### config.mk
export PLATFORM = sky130hd
export DESIGN_NAME = mio_bus_responder_flat
export DESIGN_NICKNAME = d
export VERILOG_FILES = /design/src/rtl/mio_bus_responder_if.sv /design/src/rtl/mio_bus_responder.sv /design/src/flat_wrapper.sv
export SDC_FILE = /design/constraint.sdc
export NUM_CORES = 1
export LEC_CHECK = 0
export BUFFER_PORTS_ARGS = -buffer_cell sky130_fd_sc_hd__buf_2
export CAP_MARGIN = 20
export CELL_PAD_IN_SITES_DETAIL_PLACEMENT = 0
export CELL_PAD_IN_SITES_GLOBAL_PLACEMENT = 1
export CORE_UTILIZATION = 29
export DETAILED_ROUTE_END_ITERATION = 10
export PLACE_DENSITY = 0.88
export SYNTH_ARGS = -nofsm -noshare
export SYNTH_HDL_FRONTEND = slang
export SYNTH_SLANG_ARGS = --single-unit
### constraint.sdc
create_clock -name clk -period 1.81 [get_ports clk]
set_input_delay 0.0905 -clock clk [delete_from_list [all_inputs] [get_ports clk]]
set_output_delay 0.0905 -clock clk [all_outputs]
set_load 0.02 [all_outputs]
### src/rtl/mio_bus_responder_if.sv
// mio_bus_responder_if: CPU memory/IO request/response handshake bundle
interface mio_bus_responder_if;
  logic        cpu_mio;
  logic        cpu_we;
  logic [31:0] cpu_addr;
  logic [31:0] cpu_wdata;
  logic [31:0] cpu_rdata;
  logic        mio_ready;
  modport master(output cpu_mio, cpu_we, cpu_addr, cpu_wdata, input cpu_rdata, mio_ready);
  modport slave(input cpu_mio, cpu_we, cpu_addr, cpu_wdata, output cpu_rdata, mio_ready);
endinterface

### src/rtl/mio_bus_responder.sv
// mio_bus_responder: MIO target for data RAM, LED, switches and optional cycle counter (MIO_COUNTER_EN)
module mio_bus_responder #(
  parameter int RAM_AW      = 10,
  parameter int WAIT_CYCLES = 2
) (
  input  logic              clk,
  input  logic              rst,
  mio_bus_responder_if.slave bus,
  output logic              ram_en,
  output logic              ram_we,
  output logic [RAM_AW-1:0] ram_addr,
  output logic [31:0]       ram_wdata,
  input  logic [31:0]       ram_rdata,
  input  logic [15:0]       sw_in,
  output logic [15:0]       led_out
);
  typedef enum logic [1:0] {IDLE, WAIT, RESP} state_t;
  state_t            state, state_n;
  logic [3:0]        cnt, cnt_n;
  logic              we_q, we_n;
  logic              ready_q, ready_n;
  logic [31:0]       rdata_q, rdata_n;
  logic              ram_en_n, ram_we_n;
  logic [RAM_AW-1:0] ram_addr_n;
  logic [31:0]       ram_wdata_n;
  logic [15:0]       led_n;
  logic              is_ram, is_led, is_sw;
  logic [31:0]       cnt_rd, periph_rd;
  logic              unused_addr;
  assign unused_addr = ^bus.cpu_addr[1:0];
  assign is_ram = bus.cpu_addr[31:RAM_AW+2] == '0;
  assign is_led = bus.cpu_addr[31:2] == 30'h3800_0000;
  assign is_sw  = bus.cpu_addr[31:2] == 30'h3C00_0000;
`ifdef MIO_COUNTER_EN
  logic [31:0] cycles;
  // free-running cycle counter, sampled by CNT reads on the accept cycle
  always_ff @(posedge clk)
    cycles <= rst ? '0 : cycles + 32'd1;
  assign cnt_rd = bus.cpu_addr[31:2] == 30'h3C00_0001 ? cycles : '0;
`else
  assign cnt_rd = '0;
`endif
  assign periph_rd = is_led ? {16'h0, led_out} : is_sw ? {16'h0, sw_in} : cnt_rd;
  assign bus.mio_ready = ready_q;
  assign bus.cpu_rdata = rdata_q;
  // next state and next registered outputs; peripherals resolve at accept, RAM after the wait count
  always_comb begin
    state_n     = state;
    cnt_n       = cnt;
    we_n        = we_q;
    ready_n     = 1'b0;
    rdata_n     = '0;
    ram_en_n    = 1'b0;
    ram_we_n    = 1'b0;
    ram_addr_n  = ram_addr;
    ram_wdata_n = ram_wdata;
    led_n       = led_out;
    if (state == IDLE && bus.cpu_mio) begin
      we_n        = bus.cpu_we;
      ram_addr_n  = bus.cpu_addr[RAM_AW+1:2];
      ram_wdata_n = bus.cpu_wdata;
      cnt_n       = 4'(WAIT_CYCLES - 1);
      state_n     = is_ram ? WAIT : RESP;
      ram_en_n    = is_ram;
      ram_we_n    = is_ram && bus.cpu_we;
      ready_n     = !is_ram;
      rdata_n     = (is_ram || bus.cpu_we) ? '0 : periph_rd;
      led_n       = (is_led && bus.cpu_we) ? bus.cpu_wdata[15:0] : led_out;
    end else if (state == WAIT) begin
      cnt_n   = cnt - 4'd1;
      state_n = cnt == 4'd0 ? RESP : WAIT;
      ready_n = cnt == 4'd0;
      rdata_n = (cnt == 4'd0 && !we_q) ? ram_rdata : '0;
    end else if (state == RESP) begin
      state_n = IDLE;
    end
  end
  // state and output registers; reset aborts any transaction in flight
  always_ff @(posedge clk)
    if (rst) begin
      state     <= IDLE;
      cnt       <= '0;
      we_q      <= 1'b0;
      ready_q   <= 1'b0;
      rdata_q   <= '0;
      ram_en    <= 1'b0;
      ram_we    <= 1'b0;
      ram_addr  <= '0;
      ram_wdata <= '0;
      led_out   <= '0;
    end else begin
      state     <= state_n;
      cnt       <= cnt_n;
      we_q      <= we_n;
      ready_q   <= ready_n;
      rdata_q   <= rdata_n;
      ram_en    <= ram_en_n;
      ram_we    <= ram_we_n;
      ram_addr  <= ram_addr_n;
      ram_wdata <= ram_wdata_n;
      led_out   <= led_n;
    end
endmodule

### src/flat_wrapper.sv
// flat-port wrapper written by rule: the top's interface ports become plain ports
module mio_bus_responder_flat 
#(
  parameter int RAM_AW      = 10,
  parameter int WAIT_CYCLES = 2
)
  (clk, rst, ram_en, ram_we, ram_addr, ram_wdata, ram_rdata, sw_in, led_out, bus_cpu_mio, bus_cpu_we, bus_cpu_addr, bus_cpu_wdata, bus_cpu_rdata, bus_mio_ready);
  mio_bus_responder_if bus_i ();
  input  logic clk;
  input  logic rst;
  output logic ram_en;
  output logic ram_we;
  output logic [RAM_AW-1:0] ram_addr;
  output logic [31:0] ram_wdata;
  input  logic [31:0] ram_rdata;
  input  logic [15:0] sw_in;
  output logic [15:0] led_out;
  input wire logic [$bits(bus_i.cpu_mio)-1:0] bus_cpu_mio;
  input wire logic [$bits(bus_i.cpu_we)-1:0] bus_cpu_we;
  input wire logic [$bits(bus_i.cpu_addr)-1:0] bus_cpu_addr;
  input wire logic [$bits(bus_i.cpu_wdata)-1:0] bus_cpu_wdata;
  output wire logic [$bits(bus_i.cpu_rdata)-1:0] bus_cpu_rdata;
  output wire logic [$bits(bus_i.mio_ready)-1:0] bus_mio_ready;
  assign bus_i.cpu_mio = bus_cpu_mio;
  assign bus_i.cpu_we = bus_cpu_we;
  assign bus_i.cpu_addr = bus_cpu_addr;
  assign bus_i.cpu_wdata = bus_cpu_wdata;
  assign bus_cpu_rdata = bus_i.cpu_rdata;
  assign bus_mio_ready = bus_i.mio_ready;
  mio_bus_responder #(.RAM_AW(RAM_AW), .WAIT_CYCLES(WAIT_CYCLES)) u_core (.clk(clk), .rst(rst), .bus(bus_i), .ram_en(ram_en), .ram_we(ram_we), .ram_addr(ram_addr), .ram_wdata(ram_wdata), .ram_rdata(ram_rdata), .sw_in(sw_in), .led_out(led_out));
endmodule
# ---- Word level (Yosys, flattened, before mapping)
# Index checks and enable logic that the tools add are counted.
dict set report word_totals {
  out_inout_bits 93
  register_bits 100
  input_bits 116
}
dict set report classes {
  reduce_logical 15
  muxes 15
  bitwise 1
  n_addsub 1
  eq_ne 4
}
# cell count
set ops {}
lappend ops {{32-bit 2-to-1 mux} 5}
lappend ops {{30-bit equality test, second input constant} 2}
lappend ops {{20-bit zero test} 1}
lappend ops {{16-bit 2-to-1 mux} 1}
lappend ops {{2-bit 2-to-1 mux} 5}
lappend ops {{1-bit logical AND} 4}
lappend ops {{4-bit zero test} 1}
lappend ops {{1-bit 2-to-1 mux} 4}
lappend ops {{2-bit OR reduction} 2}
lappend ops {{4-bit by 1-bit subtractor with 4-bit output, second input constant} 1}
lappend ops {{3-bit nonzero test} 1}
lappend ops {{2-bit by 1-bit equality test with 1-bit output, second input constant} 1}
lappend ops {{2-bit equality test, second input constant} 1}
lappend ops {{1-bit zero test} 2}
lappend ops {{2-bit zero test} 1}
lappend ops {{2-bit AND reduction} 1}
lappend ops {{2-bit nonzero test} 1}
lappend ops {{1-bit logical OR} 1}
lappend ops {{1-bit inverter} 1}

# ---- Longest topological paths before layout
# Gate-level depths: netlist of the first run.
dict set report logic_depth {
  ltp_word 5
  mapped_depth 8
  depth_no_buf 6
}

# ---- Worst setup path after synthesis of the first run
# No wires, ideal clock.
dict set report synth_timing {
  path_type {register to register}
  start {register u_core.state[0]}
  end {register u_core.led_out[10]}
  slack_ns 0.126
  synth_period_minus_slack_ns 1.684
  t_arrival_ns 1.613
  n_path_buf 2
  stages_incl_launch_ff 9
  t_required_ns 1.738
  path_cell_list {dfxtp_1 > inv_1 > ha_1 > and2_1 > clkbuf_1 > nand3b_1 > nor3_4 > buf_6 > mux2i_1}
}
dict set report synth_between {
  elab_chain_cells 3
}
# item line
set synth_lines {}
lappend synth_lines {{start, declared} mio_bus_responder.sv:18} ;# state_t state, state_n;
lappend synth_lines {{start signal, assigned} mio_bus_responder.sv:92} ;# state <= state_n;
lappend synth_lines {{2-bit zero test} mio_bus_responder.sv:58} ;# if (state == IDLE && bus.cpu_mio) begin
lappend synth_lines {{1-bit logical AND} mio_bus_responder.sv:58}
lappend synth_lines {{2-bit AND reduction (no line)} n/a}
lappend synth_lines {{end signal, assigned} mio_bus_responder.sv:101} ;# led_out <= led_n;
lappend synth_lines {{end, declared} mio_bus_responder.sv:15} ;# output logic [15:0] led_out
# Every way passes these cells.
# A chain may end at the register's enable or synchronous reset.

# ---- Final worst setup path of the first run
dict set report layout_timing {
  start {input bus_cpu_addr[8]}
  end {register u_core.rdata_q[15] (netlist: u_core.bus.cpu_rdata[15])}
}
dict set report layout_between {
  elab_chain_cells 5
  elab_cells_between_ends 6
}
# item line
set layout_lines {}
lappend layout_lines {{start, declared} flat_wrapper.sv:20} ;# input wire logic [$bits(bus_i.cpu_addr)-1:0] bus_cpu_addr;
lappend layout_lines {{30-bit equality test} mio_bus_responder.sv:33} ;# assign is_sw = bus.cpu_addr[31:2] == 30'h3C00_0000;
lappend layout_lines {{16-bit 2-to-1 mux} mio_bus_responder.sv:43} ;# assign periph_rd = is_led ? {16'h0, led_out} : is_sw ? {16'h0, sw_in} : cnt_rd;
lappend layout_lines {{32-bit 2-to-1 mux *} mio_bus_responder.sv:43}
lappend layout_lines {{32-bit 2-to-1 mux *} mio_bus_responder.sv:67} ;# rdata_n = (is_ram || bus.cpu_we) ? '0 : periph_rd;
lappend layout_lines {{32-bit 2-to-1 mux *} mio_bus_responder.sv:58}
lappend layout_lines {{end signal, assigned} mio_bus_responder.sv:96} ;# rdata_q <= rdata_n;
lappend layout_lines {{end, declared} mio_bus_responder.sv:22} ;# logic [31:0] rdata_q, rdata_n;
# Mark *: on every way between the ends. The rest lies on a longest branch, timed or not.

==> results of run 1 <==
## where the power goes
group	switching (mW)	internal [mW]	total, mW	leakage [nW]
sequential	0.0524	2.31	2.36	0.813
combinational	0.478	0.403	0.881	1.90
clock	0.848	1.64	2.48	0.187
## layer usage
metal	global-route usage, %	wire length, um	vias to the layer above
met3	4.26	672	19
met4	7.53	249	0
met1	18.4	4900	1809
li1	-	-	1923
met5	0	0	-
met2	31.2	6030	142
## state kept, by name, summed over array words and instances (netlist names)
register and flops:
u_core.ram_addr 10, u_core.led_out 16, u_core.ram_en 1, u_core.state 2, u_core.cnt 4, u_core.we_q 1, u_core.bus.cpu_rdata 32, u_core.ram_wdata 32
u_core.bus.mio_ready 1, u_core.ram_we 1
## final timing paths
| path | start | slack, ns | to |
|---|---|---|---|
| max reg2reg | u_core.state[0] | 0.15 | u_core.bus.cpu_rdata[15] |
| min reg2reg | u_core.ram_addr[8] | 0.45 | u_core.ram_addr[8] |
| max | bus_cpu_addr[8] | 0.11 | u_core.bus.cpu_rdata[15] |
| min | bus_cpu_wdata[29] | 0.01 | u_core.ram_wdata[29] |
## stage by stage
stage	setup WS (ns)	std cells	utilization (%)	instance area [sq um]
detailed placement	0.132	783	39.0	5140
finish	0.112	872	47.6	6270
CTS	0.0335	871	47.4	6250
global route	0.0183	871	47.6	6270
floorplan	0.126	419	-	3910
global placement	0.167	783	39.0	5140
## worst min-delay path, cell delays in order
cell and delay [ns]:
buf_2 0.10, nand2_1 0.06, a21oi_1 0.06
## layout make-up
cell class              instances  area [sq um]
well taps                     176           220
fillers                      1203          6920
multi-input cells             286          1780
clock buffers                  10           229
inverters                       5          18.8
repair buffers                288          1860
flip-flops and latches        100          2000
clock inverters                 6           159
diodes                          1          2.50
## kinds of logic after synthesis
logic type,count (synthesis),synth area share (%)
multiplexers,33,8.48
AO/OA/AOI/OAI,67,9.92
AND/OR/NAND/NOR,179,24.3
adder cells (fa/ha/maj),4,1.28
buffers and inverters,33,4.16
XOR/XNOR,3,0.672
flip-flops,100,51.2
## cell usage after synthesis, drive strengths merged
library cell	instances	area, sq um
inv	5	18.8
ha	4	50.1
xor2	1	8.76
nor4b	4	53.8
nand3b	1	7.51
and3b	1	8.76
nand2b	32	200
o21ai	17	123
clkbuf	21	78.8
nor2	2	7.51
o311ai	1	8.76
nand2	106	398
dfxtp	100	2000
nand4	2	25.0
a211oi	1	7.51
xnor2	2	17.5
and4bb	1	12.5
nor4	5	71.3
mux2i	32	320
a21oi	46	230
nor3	4	31.3
or4	1	7.51
or3	2	12.5
buf	7	65.1
o211a	1	10.0
or2	1	6.26
mux2	1	11.3
a2111oi	1	8.76
and2	17	106
## what timing repair did
action	4_1_cts	5_1_grt
setup endpoints to repair	0	8
hold buffers	72	0
gates resized for setup	0	3
hold endpoints to repair	70	0
==> impl_metrics.ini, run 1 <==
[worst_setup_path]
worstPathMaxFanout = 16
critPathKind = input pin to register
crit_family = simple AND/OR/NAND/NOR gates
arrival_ns = 1.97
crit_chain = dlygate4sd3_1 > buf_2 > nor4b_4 > nand4_2 > or3_4 > buf_12 > o21ai_0
cpMaxStageDelayCell = dlygate4sd3_1
worstPathRequired_ns = 2.08
cp.depth = 7
worst-path-buf-inv = 3
critPathCaptureType = register
start_kind = input pin
slowest_delay_ns = 0.54
reg2reg_depth = 7

[synth]
avgSynthCellArea_sq_um = 9.33
ys_ff_latch = 100
syn-cell-area_sq_um = 3910
yosysUniqueCellTypes = 35
synthCells = 419
synth_nets = 539
yosys_warnings = 0
ys_seq_area_share_pct = 51.2

[timing]
fin_crit_sh_pct = 93.8
rsz0062_at_grt = no
hold_viol = 0
clock.fmax_ghz = 0.589
slew_violations = 0
hold_slack_ns = 0.0125
finalCriticalPeriod_ns = 1.70
worstMarginPinSlew_ns = 0.543
setup_viol = 0
skew_ns = 0.00752
setup-tns-final_ns = 0
maxSlewHeadroom_pct = 63.8

[final_layout]
final_cell_mix = buf_2 (206), nand2_1 (105), dfxtp_1 (100)
final_common_cell = buf_2
drive_above_1_share_pct = 37.1
fin_nets = 810
areaGrowthSynthToFinish_pct = 60.5

[floorplan]
fp-row-count = 42
start_util_pct = 29.6
io_pins = 209
core_sq_um = 13200
die_area_sq_um = 13900
fp.dieW_um = 118
die_y_um = 118

[cts]
clk_latency_ns = 0.34
cts.clk_slew.worst_paths_ns = 0.07
cts-root-buf = clkbuf_16
cts_tree = yes
cts_buffers = 9
post_cts_buffers = 0
cts.sinks = 100
htreeDepth = 3
cts_buffer_depth = 2

[hold_path]
hold_path_depth = 3
hp-class = input pin to register

[placed_design]
dp_hpwl_mm = 7.74
place_congestion = 0.782
place.port_buffers = 206

[status]
status = complete, no violations

[detailed_routing]
drt-initial-drc-count = 152
wl_mm = 11.9
first_pass_iters = 4
drc = 0
drtAntennaViolNets = 0
via_count = 3893
wl_per_cell_um = 13.6
post_drt_via_cell_ratio = 4.46

[power]
p_leak_nw = 2.90
ir_drop_mv = 0.392
power_density_nw_per_um2 = 912
power_mw = 5.72

[global_routing]
grt_pass1_vias = 3898
grt_max_degree = 60
grt_overflow_total = 0
antenna_found_initial = 0
grt_pass1_wl_mm = 18.7
grt_usage_pct = 17.0

[flow_run]
max_cap_viol_count = 0
Note: power is estimated with default switching activity, not from simulation.
==> inputs of run 2 (changes only) <==
- CELL_PAD_IN_SITES_DETAIL_PLACEMENT: 0 -> not set
- CELL_PAD_IN_SITES_GLOBAL_PLACEMENT: 1 -> not set
- CORE_UTILIZATION: 29 -> 35
- PLACE_DENSITY: 0.88 -> 0.78
==> run 2 against run 1 <==
First-iteration DRC count is 35% higher. Clock skew is 0.0031 ns higher. Critical path type unchanged. Clock power down 35%. Register-to-register slack lost 0.03 ns. Non-clock buffer count up 13. Routed wire length grew 0.80%. Global-route usage is 3.4 points higher. Clock-buffer cell count unchanged. Design area is 1.0% lower.
==> impl_metrics.ini, run 2 (synthesized netlist as in run 1, its figures left out) <==
[final_layout]
utilization_pct = 57.3
fillers = 878
post-route-cell-area_sq_um = 6210
drive_above_1_share_pct = 36.4
areaGrowthSynthToFinish_pct = 58.9
final_common_cell = buf_2
multi_input_area_sq_um = 1770
final_cell_mix = buf_2 (206), nand2_1 (105), dfxtp_1 (100)
fin_nets = 823
register_area_sq_um = 2000

[floorplan]
io_pins = 209
fp-row-count = 38
core_sq_um = 10800
fp.dieW_um = 108
die_area_sq_um = 11600
start_util_pct = 36.1
die_y_um = 108

[cts]
cts_buffers = 9
clk_latency_ns = 0.37
htreeDepth = 3
cts.sinks = 100
post_cts_buffers = 0
cts_tree = yes
cts_buffer_depth = 2
cts-root-buf = clkbuf_8
cts.clk_slew.worst_paths_ns = 0.09

[worst_setup_path]
critPathKind = input pin to register
worstPathRequired_ns = 2.10
arrival_ns = 2.00
start_kind = input pin
worstPathMaxFanout = 16
critPathCaptureType = register

[timing]
hold_viol = 0
worstMarginPinSlew_ns = 0.529
maxSlewHeadroom_pct = 64.7
fin_crit_sh_pct = 94.6
finalCriticalPeriod_ns = 1.71
setup_slack_ns = 0.0978
skew_ns = 0.0106
setup-tns-final_ns = 0
hold_slack_ns = 0.00749
setup_viol = 0
clock.fmax_ghz = 0.584
slew_violations = 0

[placed_design]
dp_slack_ns = 0.0913
place_congestion = 0.766
place.port_buffers = 206
dp_hpwl_mm = 7.64
placed_area_sq_um = 5100

[global_routing]
grt_overflow_total = 0
grt_max_degree = 50
grt_usage_pct = 20.5
grt_pass1_wl_mm = 18.4
grt_pass1_vias = 4023
antenna_found_initial = 0

[power]
p_leak_nw = 2.88
power_density_nw_per_um2 = 788
ir_drop_mv = 0.358

[detailed_routing]
wl_per_cell_um = 14.1
drt-initial-drc-count = 205
drtAntennaViolNets = 0
post_drt_via_cell_ratio = 4.66
wl_mm = 12.0
drc = 0
first_pass_iters = 6
via_count = 3955

[hold_path]
hp-class = input pin to register

[status]
status = complete, no violations

[flow_run]
max_cap_viol_count = 0
-- run 2: changes by cell type in the layout (fill, tap and decap cells not counted), sizes merged --
cell | previous run | this run
clkinvlp | 0 | 1
bufinv | 5 | 2
inv | 6 | 7
buf | 216 | 215
clkinv | 0 | 1
dlygate4sd3 | 72 | 86
-- run 2: power by group --
group | internal [mW] | switching (mW) | total, mW
Sequential | 2.31 | 0.0528 | 2.36
Combinational | 0.430 | 0.486 | 0.917
Clock | 0.829 | 0.791 | 1.62
-- run 2: cell type report --
class,count,area share (%)
diodes,1,0.0403
clock buffers,10,2.22
clock inverters,6,1.51
inverters,5,0.302
multi-input cells,286,28.5
flip-flops and latches,100,32.2
well taps,140,2.82
repair buffers,301,32.4
-- run 2: through the flow --
stage | std cells | power (mW)
floorplan | 419 | 2.84
global placement | 746 | 3.13
detailed placement | 746 | 3.17
CTS | 847 | 4.92
global route | 848 | 5.15
finish | 849 | 4.89
-- run 2: timing repair --
item / in CTS / in global routing
endpoints found under the setup margin: 0 / 15
resized for setup: 0 / 7
hold endpoints to repair: 85 / 1
hold buffers: 85 / 1
-- run 2: critical path, cell delays in order --
cell and delay [ns]:
dlygate4sd3_1 0.53, buf_2 0.15, nor4_4 0.29, nand4_2 0.18, or3_4 0.42, buf_12 0.17
o21ai_0 0.17
-- run 2: worst paths after layout --
kind,from,end,slack (ns),cells after the start
worst max-delay path,bus_cpu_addr[2],u_core.bus.cpu_rdata[15],0.1,7
worst max register to register,u_core.state[0],u_core.bus.cpu_rdata[15],0.12,7
worst min register to register,u_core.ram_wdata[28],u_core.ram_wdata[28],0.46,2
worst min-delay path,sw_in[1],u_core.bus.cpu_rdata[1],0.007,3
-- run 2: metal layers --
layer | vias up | part of all wire (%) | GRT usage [%]
met1 | 1828 | 39 | 21.0
li1 | 1951 | - | -
met5 | - | 0 | 0
met4 | 0 | 2.9 | 10.3
met3 | 27 | 6.1 | 5.69
met2 | 149 | 52 | 37.7
==> inputs of run 3 (changes only) <==
- CORE_ASPECT_RATIO: not set -> 1.4
==> run 3 against run 2 <==
Total power is 3.4% higher. Critical path depth stayed put. Clock power is 13% higher. Die area hardly changed. Combinational power is 4.8% lower. Largest cell class is now flip-flops and latches. Cell count is 2.8% lower. Flip-flop and latch count stayed put. Design area is 2.8% lower. Routed wire length is 5.3% lower. Largest power group unchanged. Clock-buffer cell count stayed put. Setup slack better by 0.00059 ns. Global-route usage is 0.95 points lower.
==> impl_metrics.ini, run 3 (synthesized netlist as in run 1, its figures left out) <==
[placed_design]
dp_slack_ns = 0.116
place.port_buffers = 206
dp_hpwl_mm = 7.58
place_congestion = 0.802

[power]
p_seq_share_pct = 46.6
power_mw = 5.06
p_leak_nw = 2.81
combPwrFrac_pct = 17.2
power_switching_mw = 1.38
p_int_mw = 3.68
p_clk_share_pct = 36.2
ir_drop_mv = 0.439
power_density_nw_per_um2 = 839
switching_share_pct = 27.2

[cts]
cts_buffer_depth = 2
cts.sinks = 100
cts.clk_slew.worst_paths_ns = 0.07
cts-root-buf = clkbuf_16
post_cts_buffers = 0
cts_tree = yes
htreeDepth = 3
cts_buffers = 9
clk_latency_ns = 0.34

[timing]
maxSlewHeadroom_pct = 65.3
fin_crit_sh_pct = 94.6
setup-tns-final_ns = 0
slew_violations = 0
clock.fmax_ghz = 0.584
hold_viol = 0
setup_slack_ns = 0.0984
hold_slack_ns = 0.0110
skew_ns = 0.00953
rsz0062_at_grt = no
finalCriticalPeriod_ns = 1.71
setup_viol = 0
worstMarginPinSlew_ns = 0.520

[detailed_routing]
drt-initial-drc-count = 170
first_pass_iters = 4
post_drt_via_cell_ratio = 4.63
wl_mm = 11.3
wl_per_cell_um = 13.7
drc = 0
drtAntennaViolNets = 0
via_count = 3822

[global_routing]
grt_max_degree = 57
grt_pass1_wl_mm = 17.9
antenna_found_initial = 0
grt_overflow_total = 0
grt_pass1_vias = 3855
grt_usage_pct = 19.5

[floorplan]
fp-row-count = 45
io_pins = 209
core_sq_um = 10900
start_util_pct = 36.0
die_y_um = 127
fp.dieW_um = 91.3
die_area_sq_um = 11600

[worst_setup_path]
worstPathMaxFanout = 16
start_kind = input pin
worstPathRequired_ns = 2.08
critPathCaptureType = register
arrival_ns = 1.98
critPathKind = input pin to register

[status]
status = complete, no violations

[final_layout]
fillers = 929
antennaDiodeCount = 0
final_cell_mix = buf_2 (206), nand2_1 (105), dfxtp_1 (100)
final_common_cell = buf_2
drive_above_1_share_pct = 37.9
areaGrowthSynthToFinish_pct = 54.4
utilization_pct = 55.5
fin_nets = 799

[hold_path]
hp-class = input pin to register

[flow_run]
max_cap_viol_count = 0
## run 3: changes by cell type in the layout (fill, tap and decap cells not counted), moves of 2 or more
| cell | before | now |
|---|---|---|
| dlygate4sd3_1 | 86 | 62 |
| bufinv_16 | 2 | 0 |
| o21ai_1 | 4 | 0 |
| clkbuf_8 | 10 | 1 |
| clkbuf_16 | 0 | 9 |
| o21ai_0 | 3 | 7 |
## run 3: final cells by class
class / count / area [sq um] / area share (%)
clock buffers: 10 / 239 / 3.96
clock inverters: 6 / 46.3 / 0.767
inverters: 5 / 18.8 / 0.311
multi-input cells: 286 / 1780 / 29.5
flip-flops and latches: 100 / 2000 / 33.2
well taps: 141 / 176 / 2.92
repair buffers: 277 / 1770 / 29.3
## run 3: through the flow
| stage | std cells | instance area (sq um) |
|---|---|---|
| final | 825 | 6030 |
| after global routing | 825 | 6030 |
| after CTS | 825 | 6010 |
| after detailed placement | 747 | 5100 |
| after global placement | 747 | 5100 |
| after floorplan | 419 | 3910 |
## run 3: critical path, cell delays in order
cell and delay [ns]:
dlygate4sd3_1 0.52, buf_2 0.15, nor4b_4 0.29, nand4_2 0.19, or3_4 0.42, buf_12 0.16
o21ai_0 0.16
## run 3: layer usage
metal  wire length [um]  vias up  global-route usage (%)  part of all wire (%)
met1               4400     1765                    20.2                    39
met4                216        0                    7.47                   1.9
met3                508       17                    3.93                   4.5
met5                  0        -                       0                     0
met2               6200      135                    38.1                    55
li1                   -     1905                       -                     -
## run 3: power by group through the flow
stage                     sequential (mW)  clock (mW)  combinational [mW]
final                                2.36        1.83               0.873
after CTS                            2.36        1.89               0.859
after floorplan                      2.52           0               0.318
after detailed placement             2.41           0               0.755
after global routing                 2.37        1.98               0.950
after global placement               2.40           0               0.732
## run 3: worst paths after layout
path,from,endpoint,slack (ns),cells after the start
worst max-delay path,bus_cpu_addr[7],u_core.bus.cpu_rdata[2],0.1,7
worst min-delay path,bus_cpu_wdata[0],u_core.ram_wdata[0],0.01,3
worst max register to register,u_core.state[0],u_core.bus.cpu_rdata[2],0.1,7
worst min register to register,u_core.ram_wdata[26],u_core.ram_wdata[26],0.45,2
## run 3: timing repair
action | in CTS | in global routing
resized for setup | 0 | 5
endpoints found under the hold margin | 62 | 0
hold buffers | 62 | 0
endpoints found under the setup margin | 0 | 16
